--- src/rtl/eco32f_pkg.sv ---
// Shared types and configuration checks for the eco32f iterative divider.
package eco32f_pkg;

  typedef enum logic [1:0] {
    DIV_IDLE = 2'd0,
    DIV_RUN  = 2'd1,
    DIV_DONE = 2'd2
  } div_state_e;

  // Quotient bits per clock the step chain is built for.
  function automatic bit bpc_legal(input int bpc);
    return bpc inside {1, 2, 4};
  endfunction

endpackage

--- src/rtl/eco32f_div_step.sv ---
// One restoring division step: shifts the next dividend bit into the partial
// remainder and shifts the resulting quotient bit into n.
module eco32f_div_step #(
  parameter int WIDTH = 32
) (
  input  logic [WIDTH-1:0] r,
  input  logic [WIDTH-1:0] n,
  input  logic [WIDTH-1:0] d,
  output logic [WIDTH-1:0] r_nxt,
  output logic [WIDTH-1:0] n_nxt
);

  logic [WIDTH:0] trial;

  // r < d always holds, so a non-negative trial fits back into WIDTH bits.
  assign trial = {r, n[WIDTH-1]} - {1'b0, d};
  assign r_nxt = trial[WIDTH] ? {r[WIDTH-2:0], n[WIDTH-1]} : trial[WIDTH-1:0];
  assign n_nxt = {n[WIDTH-2:0], ~trial[WIDTH]};

endmodule

--- src/rtl/eco32f_divider.sv ---
// Iterative signed/unsigned divider with valid/ready handshake, retiring
// BITS_PER_CYCLE quotient bits per clock through a chain of restoring steps.
module eco32f_divider
  import eco32f_pkg::*;
#(
  parameter int WIDTH          = 32,
  parameter int BITS_PER_CYCLE = 1
) (
  input  logic             clk,
  input  logic             rst,
  input  logic             flush,
  input  logic             in_valid,
  output logic             in_ready,
  input  logic [WIDTH-1:0] in_x,
  input  logic [WIDTH-1:0] in_y,
  input  logic             in_signed,
  output logic             out_valid,
  input  logic             out_ready,
  output logic [WIDTH-1:0] out_quot,
  output logic [WIDTH-1:0] out_rem,
  output logic             out_div_by_zero
);

  localparam int N  = WIDTH / BITS_PER_CYCLE;
  localparam int CW = $clog2(N + 1);
  localparam logic [CW-1:0] CNT_INIT = CW'(N);
  localparam logic [CW-1:0] CNT_LAST = CW'(1);

  if (!bpc_legal(BITS_PER_CYCLE) || WIDTH < 8 || (WIDTH % BITS_PER_CYCLE) != 0) begin : g_bad_cfg
    $error("eco32f_divider: illegal WIDTH/BITS_PER_CYCLE combination");
  end

  function automatic logic [WIDTH-1:0] mag(input logic [WIDTH-1:0] v, input logic s);
    return (s && v[WIDTH-1]) ? -v : v;
  endfunction

  div_state_e      state, state_nxt;
  logic [CW-1:0]   cnt;
  logic [WIDTH-1:0] r_q, n_q, d_q;
  logic            quot_neg, rem_neg;
  logic            accept, y_zero;

  logic [BITS_PER_CYCLE:0][WIDTH-1:0] r_chain, n_chain;

  assign accept = (state == DIV_IDLE) && in_valid && !flush;
  assign y_zero = (in_y == '0);

  assign r_chain[0] = r_q;
  assign n_chain[0] = n_q;

  for (genvar i = 0; i < BITS_PER_CYCLE; i++) begin : g_step
    eco32f_div_step #(.WIDTH(WIDTH)) u_step (
      .r     (r_chain[i]),
      .n     (n_chain[i]),
      .d     (d_q),
      .r_nxt (r_chain[i+1]),
      .n_nxt (n_chain[i+1])
    );
  end

  always_ff @(posedge clk or negedge rst) begin
    if (!rst) state <= DIV_IDLE;
    else      state <= state_nxt;
  end

  always_comb begin
    state_nxt = state;
    if (flush) begin
      state_nxt = DIV_IDLE;
    end else begin
      case (state)
        DIV_IDLE: if (in_valid) state_nxt = y_zero ? DIV_DONE : DIV_RUN;
        DIV_RUN:  if (cnt == CNT_LAST) state_nxt = DIV_DONE;
        DIV_DONE: if (out_ready) state_nxt = DIV_IDLE;
        default:  state_nxt = DIV_IDLE;
      endcase
    end
  end

  always_comb begin
    in_ready  = (state == DIV_IDLE);
    out_valid = (state == DIV_DONE);
  end

  always_ff @(posedge clk or negedge rst) begin
    if (!rst) begin
      cnt             <= '0;
      r_q             <= '0;
      n_q             <= '0;
      d_q             <= '0;
      quot_neg        <= 1'b0;
      rem_neg         <= 1'b0;
      out_quot        <= '0;
      out_rem         <= '0;
      out_div_by_zero <= 1'b0;
    end else if (accept) begin
      n_q      <= mag(in_x, in_signed);
      d_q      <= mag(in_y, in_signed);
      r_q      <= '0;
      cnt      <= CNT_INIT;
      quot_neg <= in_signed & (in_x[WIDTH-1] ^ in_y[WIDTH-1]);
      rem_neg  <= in_signed & in_x[WIDTH-1];
      if (y_zero) begin
        out_quot        <= '1;
        out_rem         <= in_x;
        out_div_by_zero <= 1'b1;
      end
    end else if (state == DIV_RUN && !flush) begin
      r_q <= r_chain[BITS_PER_CYCLE];
      n_q <= n_chain[BITS_PER_CYCLE];
      cnt <= cnt - CNT_LAST;
      // MIN / -1 lands here with quot_neg clear, so the magnitude passes through.
      if (cnt == CNT_LAST) begin
        out_quot        <= quot_neg ? -n_chain[BITS_PER_CYCLE] : n_chain[BITS_PER_CYCLE];
        out_rem         <= rem_neg  ? -r_chain[BITS_PER_CYCLE] : r_chain[BITS_PER_CYCLE];
        out_div_by_zero <= 1'b0;
      end
    end
  end

endmodule

--- config.mk ---
export PLATFORM = sky130hd
export DESIGN_NAME = eco32f_divider
export DESIGN_NICKNAME = d
export VERILOG_FILES = /design/src/rtl/eco32f_pkg.sv /design/src/rtl/eco32f_div_step.sv /design/src/rtl/eco32f_divider.sv
export SDC_FILE = /design/constraint.sdc
export NUM_CORES = 1
export LEC_CHECK = 0
export BUFFER_PORTS_ARGS = -buffer_cell sky130_fd_sc_hd__clkbuf_2
export CAP_MARGIN = 20
export CORE_MARGIN = 3
export CORE_UTILIZATION = 50
export DETAILED_ROUTE_END_ITERATION = 12
export PLACE_DENSITY_LB_ADDON = 0.2
export REMOVE_ABC_BUFFERS = 1
export SLEW_MARGIN = 20
export SYNTH_ARGS = -nofsm -noshare
export SYNTH_HDL_FRONTEND = slang
export SYNTH_SLANG_ARGS = --single-unit
--- constraint.sdc ---
create_clock -name clk -period 10.5 [get_ports clk]
set_clock_uncertainty 0.15 [all_clocks]
set_input_delay 2.1 -clock clk [delete_from_list [all_inputs] [get_ports clk]]
set_output_delay 2.1 -clock clk [all_outputs]
set_load 0.02 [all_outputs]
# Word-level counts from Yosys, hierarchy flattened
# Cells that the tools add are included.
[word_totals] out_inout_bits=67 inputBits=70 regBits=171 word_cells=68
[op_classes] addsub=6 n_eq_ne=7 bitwise=4 n_reduce_logical=12 n_mux=29
[op_table] operator="$mux 32" count=17
[op_table] operator="$neg 32->32" count=4
[op_table] operator="$sub 33x32->33" count=1
[op_table] operator="$logic_not 32->1" count=1
[op_table] operator="$mux 6" count=2
[op_table] operator="$mux 2" count=5
[op_table] operator="$eq 6x1->1 const B" count=1
[op_table] operator="$ne 3x3->1 const B" count=2
[op_table] operator="$pmux 2 s3" count=1
[op_table] operator="$reduce_and 3->1" count=2
[op_table] operator="$sub 6x1->6 const B" count=1
[op_table] operator="$logic_and 1x1->1" count=5
[op_table] operator="$mux 1" count=4
[op_table] operator="$reduce_bool 2->1" count=2
[op_table] operator="$ne 3x2->1 const B" count=1
[op_table] operator="$and 1x1->1" count=2
[op_table] operator="$eq 2x1->1 const B" count=1
[op_table] operator="$eq 2x2->1 const B" count=1
[op_table] operator="$logic_not 2->1" count=1
[op_table] operator="$ne 2x1->1 const B" count=1
[op_table] operator="$logic_not 1->1" count=1
[op_table] operator="$not 1->1" count=1
[op_table] operator="$xor 1x1->1" count=1

# Logic depth before layout (Yosys ltp)
# Gate-level depths: netlist of run 1.
[depth] ltp_word=7 mapped_depth=21 depth_no_buf=18

# By module
# From an unflattened synthesis of run 1, not the netlist that was laid out.
[hier_totals] hier_cells=1365 area_unflattened_um2=12106.6
[by_module_without_submodules] module="eco32f_divider" seq_area_each_um2=4279.1 cells_per_inst=1028 area_per_inst_um2=9507.9 instances=1
[by_module_without_submodules] module="eco32f_div_step" seq_area_each_um2=0.0 cells_per_inst=337 area_per_inst_um2=2598.7 instances=1

# Worst setup path after synthesis of run 1
# Ideal clock, no wire load.
[synth_timing] path_type="input to register" startpoint="input port in_y[2]" endpoint="register out_rem[9]" path_buffers=3 arrival_ns=4.383 stages=12 slack_ns=5.825 path_cell_list="nor4_1 -> and3_1 -> nand2_1 -> nor2_1 -> nand2_1 -> nor4_1 -> and2_1 -> or2_2 -> clkbuf_1 -> clkbuf_1 -> buf_1 -> a31oi_1"
[synth_between] elab_chain_len=3
[synth_rtl] item="start: declaration" line="eco32f_divider.sv:15" rtl="input logic [WIDTH-1:0] in_y,"
[synth_rtl] item="$logic_not 32->1" line="eco32f_divider.sv:46" rtl="assign y_zero = (in_y == '0);"
[synth_rtl] item="$ne 2x1->1 (no source line)"
[synth_rtl] item="$reduce_and 3->1 (no source line)"
[synth_rtl] item="end signal: assignment" line="eco32f_divider.sv:105" rtl="out_rem <= in_x;"
[synth_rtl] item="end signal: assignment" line="eco32f_divider.sv:115" rtl="out_rem <= rem_neg ? -r_chain[BITS_PER_CYCLE] : r_chain[BITS_PER_CYCLE];"
[synth_rtl] item="end: declaration" line="eco32f_divider.sv:20" rtl="output logic [WIDTH-1:0] out_rem,"
# Every way passes these cells.
# A chain may end at the register's enable or synchronous reset.

# Worst setup path in the final report of run 1
[layout_timing] startpoint="input port in_y[2]" endpoint="register out_rem[30]"
# Same word-level chain as after synthesis.

==> metrics, run 1 <==
CTS Hold Bufs=0; total routed wirelength=32700 um; top-count cell post-synth=dfrtp_1; Final HPWL DP=24300 um; final global-route overflow total=0; largest net degree at the start of global routing=115; Synthesis Warnings=0; die area=0.0263 sq mm; Global Route Usage Sum=24.9%; PostCTS Resize Cnt=0; top cell type's share of synthesized area=35.1%; Synth top cells by count=dfrtp_1, nand2_1, o21ai_0, a21oi_1, nor2_1; worst skew pair latency=0.45 ns; vias per cell=5.83; CTS max path bufs=2; post-synthesis cell area=0.0122 sq mm; Pwr Density=328 mW/mm^2; WS Path Type=primary input to register; Gate Count Post-Synth=1486; die height=162 um; Starting Density=51.4%; setup repair bufs after CTS=0; wire per inst=17.2 um; RSZ-0062 raised after global routing=no; via count=11100; CP arrival=6.03 ns; Worst EP required=10.72 ns; max-slew violation count=0; Distinct cells, synth=81; ys async rst share=100%; hold slack final=0.330 ns; Worst Tran Pin Value=1.03 ns; Final period util=55.4%; Ports=137; outcome=complete, no violations; VDD IR max=0.171 mV; TritonCTS buffer count=17; final setup vio count=0; final setup TNS=0 ns; Critical Path Source Type=primary input; number of iterations in the first detailed-routing pass=5; gpl congestion=0.881; # diodes=0; number of port buffers=136; number of global-route vias before repair=10400; htree depth=4; # Max-Cap Violations=0; first-pass GRT wire length=53600 um; Final nets=1672; Pwr Total=4460 uW; Hold Crit Class=register to register; crit end category=register; post-synth top area cell=dfrtp_1; clk slew on worst S/H paths=0.08 ns; Die W=162 um; slew margin rel.=31.6%; number of enable-type register cells in the synthesized netlist=0; CTS tree=built; Highest Clock Rate=172 MHz; Final ANT Viol Nets=0; fraction of layout cells with a size suffix above 1=13.8%; Layout Utilization=57.3%; core region area=0.0238 sq mm; top post-synthesis cells by area=dfrtp_1, o21ai_0, a21oi_1; Top FF cell, synth=dfrtp_1; initial antenna violation count=0; root buf cell=clkbuf_16; Mean Syn Cell Area=8.21 sq um; sequential share of the synthesized area=35.1%; Iteration-0 DRC Markers=767; Final min period=5.81 ns; Synth Register Bits=171; Post-route DRC=0; Area Growth Syn to Fin=11.6%; number of clock sinks=171; Fin. Hold Viols=0; Leak=0.00604 uW; row cnt=56; crit-path max FO=41
==> cell usage in the layout, fill, tap and decap left out, types with 5 or more instances in the layout <==
cell and n:
dfrtp_1 171, nand2_1 168, o21ai_0 159, a21oi_1 135
clkbuf_2 135, nor2_1 107, xor2_1 69, xnor2_1 66
inv_1 58, nor3_1 58, ha_1 38, a22oi_1 36
mux2i_1 24, nor4_1 18, or3_1 18, o31ai_1 17
clkbuf_16 17, nand3_1 16, and2_1 15, nand4_1 13
o211ai_1 12, o41ai_1 12, o21a_1 11, and3_1 11
a31oi_1 11, or4_1 11, or2_2 9, a22o_1 9
buf_4 9, o31a_1 8, a21o_1 7, mux2_2 7
nor2b_1 7, o21bai_1 5, and4_1 5, o21ai_1 5
a211oi_1 5, inv_6 5
==> worst paths after layout <==
| path | start | endpoint | slack [ns] | cells past startpoint |
|---|---|---|---|---|
| setup / recovery | in_y[2] | out_rem[30] | 4.69 | 12 |
| hold / removal | d_q[18] | d_q[18] | 0.33 | 2 |
| setup reg to reg | n_q[31] | out_rem[31] | 4.93 | 16 |
| hold reg to reg | d_q[18] | d_q[18] | 0.33 | 2 |
| max in group asynchronous | rst | d_q[22] | 7.41 | 2 |
| min in group asynchronous | rst | out_div_by_zero | 1.57 | 1 |
==> cell type report <==
type | instances | area, sq um
clock inverters | 14 | 146
fillers | 2227 | 10100
repair buffers | 146 | 766
flip-flops and latches | 171 | 4280
multi-input cells | 1168 | 7370
inverters | 59 | 221
clock buffers | 18 | 439
well taps | 319 | 399
==> metal layers <==
| layer | vias to the layer above | share of wire [%] | global-route usage [%] |
|---|---|---|---|
| met5 | - | 0 | 0 |
| met4 | 0 | 1.8 | 6.67 |
| met3 | 41 | 5.4 | 3.57 |
| met2 | 308 | 45 | 39.5 |
| met1 | 5179 | 48 | 35.9 |
| li1 | 5522 | - | - |
==> power breakdown <==
group	internal [uW]	switching (uW)	total, uW
Clock	324	306	631
Sequential	874	250	1120
Combinational	1030	1670	2710
==> stage by stage <==
stage | area (sq um) | instances | setup WS [ns]
floorplan | 11800 | 1398 | 3.33
global placement | 13000 | 1863 | 4.47
detailed placement | 13000 | 1863 | 4.38
CTS | 13600 | 1895 | 4.83
global route | 13600 | 1895 | 4.50
finish | 13600 | 1895 | 4.69
==> flip-flops by register name, indices dropped and copies added (netlist names) <==
signal           cells
r_q                 32
state                2
rem_neg              1
d_q                 32
quot_neg             1
n_q                 32
cnt                  6
out_rem             32
out_div_by_zero      1
out_quot            32
==> logic make-up (layout without fill, tap and decap cells) <==
| kind of cell | count (synthesis) | count (layout) | synth area share (%) |
|---|---|---|---|
| AO/OA/AOI/OAI | 483 | 483 | 24.9 |
| AND/OR/NAND/NOR | 480 | 480 | 18.9 |
| flip-flops | 171 | 171 | 35.1 |
| buffers and inverters | 147 | 237 | 4.74 |
| XOR/XNOR | 135 | 135 | 9.69 |
| adder cells (fa/ha/maj) | 39 | 39 | 4.06 |
| multiplexers | 31 | 31 | 2.61 |
==> worst max-delay path, stage by stage <==
cell and delay (ns):
clkbuf_2 0.12, nor4_1 0.55, and3_1 0.29, nand2_1 0.12, nor2_1 0.22, nand2_1 0.15, nor4_1 0.74, and2_1 0.23
buf_4 0.34, or2_2 0.74, o21ai_0 0.21, a2bb2oi_1 0.20
No activity file was read; power rests on OpenSTA's default activity.
==> run 2, diff against run 1 <==
==> constraint.sdc (replaced) <==
create_clock -name clk -period 4.9 [get_ports clk]
set_clock_uncertainty 0.15 [all_clocks]
set_input_delay 0.98 -clock clk [delete_from_list [all_inputs] [get_ports clk]]
set_output_delay 0.98 -clock clk [all_outputs]
set_load 0.02 [all_outputs]
==> run 2 against run 1 <==
  * Cell count grew 0.53%
  * Sequential share of layout area is 0.26 points lower
  * Design area grew 0.85%
  * Combinational power rose by 120%
  * Worst hold slack got worse by 0.0015 ns
  * Sequential cell count is the same
  * Setup slack got worse by 4.3 ns
  * Via count up 1.9%
  * Die area unchanged
  * Utilization rose by 0.48 points
  * Critical path depth grew 5
  * Critical endpoint is now out_quot[30]
==> metrics, run 2 (synthesis gave the netlist of run 1 again) <==
outcome=complete, no violations (unchanged); row cnt=56 (unchanged); largest net degree at the start of global routing=115 (unchanged); CP arrival=4.68 ns (was 6.03 ns); die height=162 um (unchanged); Highest Clock Rate=221 MHz; number of iterations in the first detailed-routing pass=5 (unchanged); Comb power frac=61.7% (was 60.7%); most frequent cells in the layout=dfrtp_1, nand2_1, o21ai_0, a21oi_1, clkbuf_2 (unchanged); sw frac=50.3% (was 50.0%); most common cell after layout, fill and taps aside=dfrtp_1 (unchanged); number of clock sinks=171 (unchanged); DP Cell Count=1873 (was 1863); Worst EP required=5.06 ns (was 10.72 ns); Hold Crit Class=register to register (unchanged); htree depth=4 (unchanged); crit end category=register (unchanged); final setup TNS=0 ns (unchanged); final global-route overflow total=0 (unchanged); core region area=0.0238 sq mm (unchanged); max-slew violation count=0 (unchanged); Hold Crit Endpoint=d_q[21] (was d_q[18]); final setup vio count=0 (unchanged); gpl congestion=0.941 (was 0.881); Iteration-0 DRC Markers=881 (was 767); fraction of layout cells with a size suffix above 1=14.4% (was 13.8%); RR Endpoint=out_quot[30] (was out_rem[31]); Global Route Usage Sum=25.5% (was 24.9%); die area=0.0263 sq mm (unchanged); CTS Hold Bufs=0 (unchanged); Final HPWL DP=25500 um (was 24300 um); metal3 WL=1740 um (was 1760 um); initial antenna violation count=1 (was 0); Final nets=1682 (was 1672); sequential share of power=24.4% (was 25.2%); P_int=4840 uW (was 2230 uW); Pwr Density=709 mW/mm^2 (was 328 mW/mm^2); Post-DP Area=0.0131 sq mm (was 0.0130 sq mm); Final min period=4.53 ns; crit-path max FO=15 (was 41); met1 WL=16100 um (was 15500 um); Ports=137 (unchanged); clk slew on worst S/H paths=0.08 ns (about the same); Die W=162 um (unchanged); total routed wirelength=33700 um (was 32700 um); first-pass GRT wire length=54600 um (was 53600 um); Critical Path Source=n_q[31] (was in_y[2]); root buf cell=clkbuf_16 (unchanged); CTS tree=built (unchanged); via count=11300 (was 11100); Setup WS pre-CTS=0.449 ns (was 4.38 ns); final std cells w/o fill=1905 (was 1895); worst skew pair latency=0.44 ns (was 0.45 ns); number of global-route vias before repair=10400 (about the same); setup repair bufs after CTS=0 (unchanged); Fin. Hold Viols=0 (unchanged); Final WS setup=0.374 ns (was 4.69 ns); Worst R2R Setup Slack=0.37 ns (was 4.93 ns); Final period util=92.4%; PostCTS Resize Cnt=0 (unchanged); Clock power frac=14.0% (was 14.1%); wire per inst=17.7 um (was 17.2 um); VDD IR max=0.634 mV (was 0.171 mV); DR top layer=met4 (unchanged); Net Sw Power=4900 uW (was 2230 uW); slew margin rel.=32.7% (was 31.6%); Post-route DRC=0 (unchanged); Leak=0.00610 uW (was 0.00604 uW); Final ANT Viol Nets=0 (unchanged); number of fillers in the final layout=2191 (was 2227); post-route cell area=0.0137 sq mm (was 0.0136 sq mm); routed wl met2=15200 um (was 14800 um); RSZ-0062 raised after global routing=no (unchanged); critical register-to-register path startpoint=n_q[31] (unchanged); Layout Utilization=57.8% (was 57.3%); CTS max path bufs=2 (unchanged); vias per cell=5.91 (was 5.83); number of port buffers=136 (unchanged); reg2reg path depth=17 (was 16); # Max-Cap Violations=0 (unchanged); Starting Density=51.4% (unchanged); Critical Path Source Type=register (was primary input); # diodes=0 (unchanged); hold wc startpoint=d_q[21] (was d_q[18]); Area Growth Syn to Fin=12.5% (was 11.6%); Worst Tran Pin Value=1.01 ns (was 1.03 ns); TritonCTS buffer count=17 (unchanged); WS Path Type=register to register (was primary input to register); worst hold path depth=2 (unchanged)
## run 2: layout make-up
| cell class | instances | area, sq um | share of cell area [%] |
|---|---|---|---|
| clock buffer | 18 | 439 | 3.20 |
| clock inverter | 14 | 153 | 1.11 |
| inverter | 59 | 221 | 1.61 |
| multi-input combinational | 1168 | 7370 | 53.6 |
| sequential | 171 | 4280 | 31.2 |
| tap | 319 | 399 | 2.91 |
| timing repair buffer | 156 | 875 | 6.37 |
## run 2: metrics by stage
step	total power [uW]	hold slack, ns
floorplan	6090	0.300
CTS	9670	0.338
finish	9740	0.328
global route	10500	0.360
global placement	8240	0.311
detailed placement	8280	0.322
## run 2: worst max-delay path: stages (launching register included)
cell      delay (ns)
dfrtp_1         0.44
inv_1           0.15
ha_1            0.20
fa_1            0.26
nor2b_4         0.07
o31a_4          0.31
o31ai_1         0.41
a21boi_1        0.12
o211a_2         0.32
inv_2           0.23
buf_4           0.21
ha_1            0.22
nand3_1         0.15
or2_2           0.42
o31ai_1         0.38
nand2_1         0.11
xnor2_1         0.15
a21oi_1         0.08
## run 2: how the worst max path moves through the flow
stage                        end  slack (ns)  cells after the start
floorplan                n_q[10]       -1.15                      4
finish              out_quot[30]        0.37                     17
global placement     out_rem[18]        0.54                     17
detailed placement  out_quot[30]        0.45                     17
CTS                 out_quot[30]        0.43                     17
global route         out_rem[31]         0.1                     14
## run 2: layer usage
metal,GRT usage [%],vias to the layer above
met2,40.4,361
li1,-,5552
met1,37.1,5293
met5,0,-
met3,2.65,52
met4,7.75,0
## run 2: power by group through the flow
stage	Sequential [uW]	Combinational [uW]	Clock, uW
3_3_place_gp	2360	5880	0
3_5_place_dp	2380	5900	0
5_1_grt	2440	6610	1440
4_1_cts	2360	5930	1380
2_1_floorplan	2410	3670	0
6_report	2370	6010	1360
